$ cat src/rtl/adder_arbiter.sv
// rtl/adder_arbiter.sv - four requesters time-share one 64-bit adder under round-robin arbitration
module adder_arbiter #(
  parameter int NREQ = 4,
  parameter int W    = 64
) (
  input  logic              clk,
  input  logic              rst,
  input  logic [NREQ-1:0]   req_valid,
  input  logic [NREQ*W-1:0] req_a,
  input  logic [NREQ*W-1:0] req_b,
  output logic [NREQ-1:0]   req_ready,
  output logic              res_valid,
  input  logic              res_ready,
  output logic [W:0]        res_sum,
  output logic [1:0]        res_id,
  output logic              busy,
  output logic [15:0]       ops_done
);

  typedef enum logic [1:0] {IDLE, CALC, HOLD} state_t;

  state_t       state, state_next;
  logic [1:0]   ptr;
  logic [1:0]   grant_id;
  logic [1:0]   idx;
  logic         grant_any;
  logic [W-1:0] a_q, b_q;
  logic [W-1:0] a_sel, b_sel;
  logic [1:0]   id_q;
  logic [W:0]   sum;

  // Scan from the far end back to ptr so the last hit is the first in round-robin order.
  always_comb begin
    grant_any = 1'b0;
    grant_id  = ptr;
    idx       = ptr;
    for (int k = NREQ - 1; k >= 0; k--) begin
      idx = ptr + 2'(k);
      if (req_valid[idx]) begin
        grant_any = 1'b1;
        grant_id  = idx;
      end
    end
  end

  assign a_sel = req_a[grant_id*W +: W];
  assign b_sel = req_b[grant_id*W +: W];
  assign sum   = {1'b0, a_q} + {1'b0, b_q};

  always_comb begin
    req_ready = '0;
    if (!rst && state == IDLE && grant_any) begin
      req_ready = NREQ'(1) << grant_id;
    end
  end

  assign busy = !rst && (state != IDLE);

  always_comb begin
    state_next = state;
    case (state)
      IDLE:    if (grant_any) state_next = CALC;
      CALC:    state_next = HOLD;
      HOLD:    if (res_ready) state_next = IDLE;
      default: state_next = IDLE;
    endcase
  end

  always_ff @(posedge clk) begin
    if (rst) begin
      state     <= IDLE;
      ptr       <= '0;
      a_q       <= '0;
      b_q       <= '0;
      id_q      <= '0;
      res_valid <= 1'b0;
      res_sum   <= '0;
      res_id    <= '0;
      ops_done  <= '0;
    end else begin
      state <= state_next;
      case (state)
        IDLE: begin
          if (grant_any) begin
            a_q  <= a_sel;
            b_q  <= b_sel;
            id_q <= grant_id;
          end
        end
        CALC: begin
          res_sum   <= sum;
          res_id    <= id_q;
          res_valid <= 1'b1;
        end
        HOLD: begin
          if (res_ready) begin
            res_valid <= 1'b0;
            ptr       <= res_id + 2'd1;
            ops_done  <= ops_done + 16'd1;
          end
        end
        default: ;
      endcase
    end
  end

endmodule

$ cat config.mk
export PLATFORM = sky130hd
export DESIGN_NAME = adder_arbiter
export DESIGN_NICKNAME = d
export VERILOG_FILES = /design/src/rtl/adder_arbiter.sv
export SDC_FILE = /design/constraint.sdc
export NUM_CORES = 1
export LEC_CHECK = 0
export CAP_MARGIN = 20
export CORE_AREA = 2 2 238 240
export DETAILED_ROUTE_END_ITERATION = 10
export DIE_AREA = 0 0 240 242
export PLACE_DENSITY = 0.63
export SYNTH_ARGS = -nofsm -noshare
export SYNTH_HDL_FRONTEND = slang
export SYNTH_SLANG_ARGS = --single-unit
export TNS_END_PERCENT = 100
$ cat constraint.sdc
create_clock -name clk -period 8.5 [get_ports clk]
set_input_delay 0.85 -clock clk [delete_from_list [all_inputs] [get_ports clk]]
set_output_delay 0.85 -clock clk [all_outputs]
set_load 0.02 [all_outputs]
* Yosys cells after proc, flatten, opt, wreduce, memory -nomap -nowiden
Cells that the tools add are included.
Word-level totals: flip-flop bits (word level) 218, input bits 519
Operators by class: $lt $le $gt $ge 4, add/subtract/negate cells 6, muxes and demuxes 22, shift operators 3, reduce and logical (&&, ||, !) cells 11, equal/unequal tests 4
Operators with widths (count):
- variable part select 256 x 9 -> 64 bit | 2
- adder 64 x 64 -> 65 bit | 1
- adder 16 x 1 -> 16 bit (second input constant) | 1
- less-than comparator 2 x 3 -> 1 bit (second input constant) | 4
- 2-to-1 mux 2 bit | 6
- 2-to-1 mux 1 bit | 9
- binary-select mux 1 bit (select 2 bit) | 4
- AND reduction 2 bit | 4
- one-hot mux 2 bit (3 select lines) | 1
- adder 2 x 1 -> 2 bit (second input constant) | 2
- adder 2 bit (second input constant) | 2
- 2-to-1 mux 4 bit | 1
- != test 2 bit (second input constant) | 2
- nonzero test 2 bit | 2
- left shift 1 x 2 -> 4 bit (first input constant) | 1
- logical AND 1 bit | 3
- equality test 2 x 1 -> 1 bit (second input constant) | 1
- equality test 2 bit (second input constant) | 1
- zero test 2 bit | 1
- one-hot mux 1 bit (2 select lines) | 1
- zero test 1 bit | 1

* Logic depth before layout (Yosys ltp)
depth in word-level cells 9, mapped depth 12, mapped depth without buffers 12

* Worst setup path after synthesis
Ideal clock, no wire load.
path kind in2out, from input req_valid[0], to output req_ready[1], cell stages on the path 8, data required time 7.650 ns, path slack 5.092 ns, arrival 2.558 ns, cell sequence nor2_1 a21oi_1 a21oi_1 o22a_1 clkbuf_1 clkbuf_1 clkbuf_1 nor4_1
Between the ends: longest elaborated chain between the ends 8
RTL lines:
- from (decl) | line 8 | input logic [NREQ-1:0] req_valid,
- binary-select mux 1 bit (select 2 bit) | line 39 | if (req_valid[idx]) begin
- 2-to-1 mux 1 bit (not written as such) | line 39
- 2-to-1 mux 2 bit or 2-to-1 mux 1 bit (tied branches) (4 in a row) | line 39
- left shift 1 x 2 -> 4 bit or logical AND 1 bit (tied branches) | line 53, 52
- 2-to-1 mux 4 bit * | line 52 | if (!rst && state == IDLE && grant_any) begin
- to (decl) | line 11 | output logic [NREQ-1:0] req_ready,
Mark *: on every way between the ends. The rest lies on a longest branch, timed or not. The select of a mux whose other input is x is not followed.

* Final worst setup path
from input req_valid[3], to output req_ready[2]
The elaborated chain is that of the path after synthesis.

==> results.toml <==
[setup_path]
path_class = "in -> out"
critical_path.max_fanout = 69
critical_path.max_stage_delay_ps = 700
cp.arrival_ps = 3930
cpMaxStageDelayCell = "buf_4"
crit_path_start_kind = "input pin"
path_cells = "clkdlybuf4s50_1 -> nor2_1 -> a211o_4 -> buf_4 -> nor2_1 -> and3_1 -> clkdlybuf4s50_1"
worst_setup_path_end_kind = "output pin"
required_ps = 7650

[die]
die_area_mm2 = 0.0581
start_util = 0.260
die_w_um = 240
die_y_um = 242
core_area_mm2 = 0.0557
row_count = 87
pin_count = 608

[drt]
wl_per_cell_um = 18.9
routed_wl_um = 56300
first_pass_iters = 7
drtIter0Drc = 731
drc = 0
routed_via_density = 4.95
vias = 14761
final_antenna_net_count = 0

[synth]
synth_top_area_frac = 0.301
synth_xor_area_frac = 0.0417
ys_seq_elements = 218
synth_area_leaders = "dfxtp_1 30%, mux4_2 20%, nand2_1 11%, a21oi_1 9.6%, ha_1 5.6%"
synth_largest_area_cell = "dfxtp_1"
syn_area_per_cell_um2 = 8.60
syn-num-nets = 2271
synth_common_cells = "440 x nand2_1, 277 x a21oi_1, 218 x dfxtp_1, 128 x mux4_2, 97 x clkbuf_1"
synthArstFlopShare = 0
synthMuxAreaShare = 0.200
synth_compound_area_frac = 0.181
netlist_instances = 1686
synth_edf_count = 0
yosys.area_share.simple = 0.181
ys_types = 73
synthAdderAreaFrac = 0.0575
yosysSeqAreaShare = 0.301
synth_most_common_cell = "nand2_1"
ys.flop_type = "dfxtp_1"
synth_top_family_by_area = "multiplexers"
synth_warnings = 0
netlist_area_mm2 = 0.0145

[status]
status = "completed"

[global_route]
grtUsageMet3 = 0.0301
grt_pass1_vias = 15147
overflow = 0
grt_use_met1 = 0.229
grt_usage = 0.187
busiest_layer = "met2"
grt_use_met2 = 0.339
grt_max_degree = 80
grt_pass1_wl_um = 85800
grt_antenna_before_repair = 1

[cts]
cts-root-buf = "clkbuf_16"
postCtsHoldBufs = 0
clk_pin_slew_ps = 50
post-cts-setup-buffers = 0
clkSinkCount = 218
tritoncts = "built"
cts_resized = 0
h-tree-depth = 1
numCtsBuffers = 26
clk_latency_ps = 550
cts_buffer_depth = 3

[layout]
syn_to_final_growth_pct = 52.1
ff_latch_area_mm2 = 0.00436
n_fill_cell = 5656
multi_input_area_mm2 = 0.00964
drive_gt1_frac = 0.0938
final_nets = 2795
fin_cells = 2984

[timing]
hold_viol = 0
post-route-period-util = 0.562
setup_tns_ps = 0
skew_ps = 17.0
worst_pin_slew_ps = 990
slew_headroom = 0.340
slew_viol_final = 0
period_minus_slack_ps = 4780
setup_viol = 0
rsz0062_at_grt = "no"
clock.fmax_ghz = 0.209

[power_and_ir_drop]
power.density_mw_per_mm2 = 166
vdd_drop_max_v = 0.000147
p_leak_uw = 0.00819

[flow_run]
maxCapViolations = 0

[placement]
hpwl_um = 45100
gp_congestion = 0.906
dp.cells = 2938
port_buffers = 607

[min_path]
hold_class = "reg -> reg"
-- registers in the layout, summed over array words and instances, names as in the netlist --
| signal | flops |
|---|---|
| res_id | 2 |
| ptr | 2 |
| b_q | 64 |
| state | 2 |
| ops_done | 16 |
| res_sum | 65 |
| a_q | 64 |
| id_q | 2 |
| res_valid | 1 |
-- routing by layer --
layer,part of all wire,wire length [um]
met1,0.41,23100
met2,0.51,28800
met3,0.059,3320
met4,0.020,1140
met5,0,0
-- power breakdown --
group	switching, uW	internal [uW]	leakage [uW]
Sequential	73.2	1130	0.00179
Combinational	650	647	0.00596
Clock	464	697	0.000436
Total	1190	2480	0.00819
-- through the flow --
stage	area [um2]	utilization	total power [uW]	hold WS [ps]	setup WS (ps)
3_3_place_gp	21200	0.380	2520	439	3770
2_1_floorplan	14500	-	1990	432	5090
5_1_grt	22100	0.396	3870	465	3470
6_report	22100	0.396	3670	449	3720
3_5_place_dp	21200	0.380	2530	445	3700
4_1_cts	22100	0.396	3720	452	3700
-- path summary, 6_finish.rpt --
check	cells after the start	slack, ps	start	end
worst min register to register	2	450	res_sum[20]$_SDFFE_PP0P_	res_sum[20]$_SDFFE_PP0P_
worst max register to register	11	4810	a_q[3]$_SDFFE_PP0P_	res_sum[45]$_SDFFE_PP0P_
worst max-delay path	7	3720	req_valid[3]	req_ready[2]
worst min-delay path	2	450	res_sum[20]$_SDFFE_PP0P_	res_sum[20]$_SDFFE_PP0P_
-- cells in the final DEF, fill, tap and decap left out, types with 7 or more instances in the layout --
cell type / n
a211oi_1: 11
a21o_1: 20
a21oi_1: 277
a31oi_1: 7
and3_1: 16
buf_4: 12
clkbuf_16: 27
clkbuf_8: 7
clkdlybuf4s50_1: 606
dfxtp_1: 218
ha_1: 65
inv_1: 15
mux4_2: 128
nand2_1: 440
nand3_1: 25
nand4_1: 19
nor2_1: 65
nor3_1: 11
nor4_1: 8
o21ai_0: 50
o21bai_1: 17
o31ai_1: 7
xnor2_1: 38
xor2_1: 31
-- critical path: cells and delay by family --
kind / cells / cell delay, ps
buffers and inverters: 3 / 1730
AND/OR/NAND/NOR: 3 / 690
AO/OA/AOI/OAI: 1 / 630
-- logic make-up after synthesis --
logic type | Yosys count
simple gates | 623
fa+ha+maj | 66
flops | 218
xor+xnor | 69
compound gates | 442
buf+inv | 138
mux | 130
-- cell type report --
cell class                 instances  share of cell area
clock buffer                      38              0.0357
inverter                          15             0.00255
clock inverter                     7             0.00420
multi-input combinational       1330               0.437
antenna                            1            0.000113
sequential                       218               0.198
timing repair buffer             619               0.280
tap                              756              0.0429
Note: power is estimated with default switching activity, not from simulation.
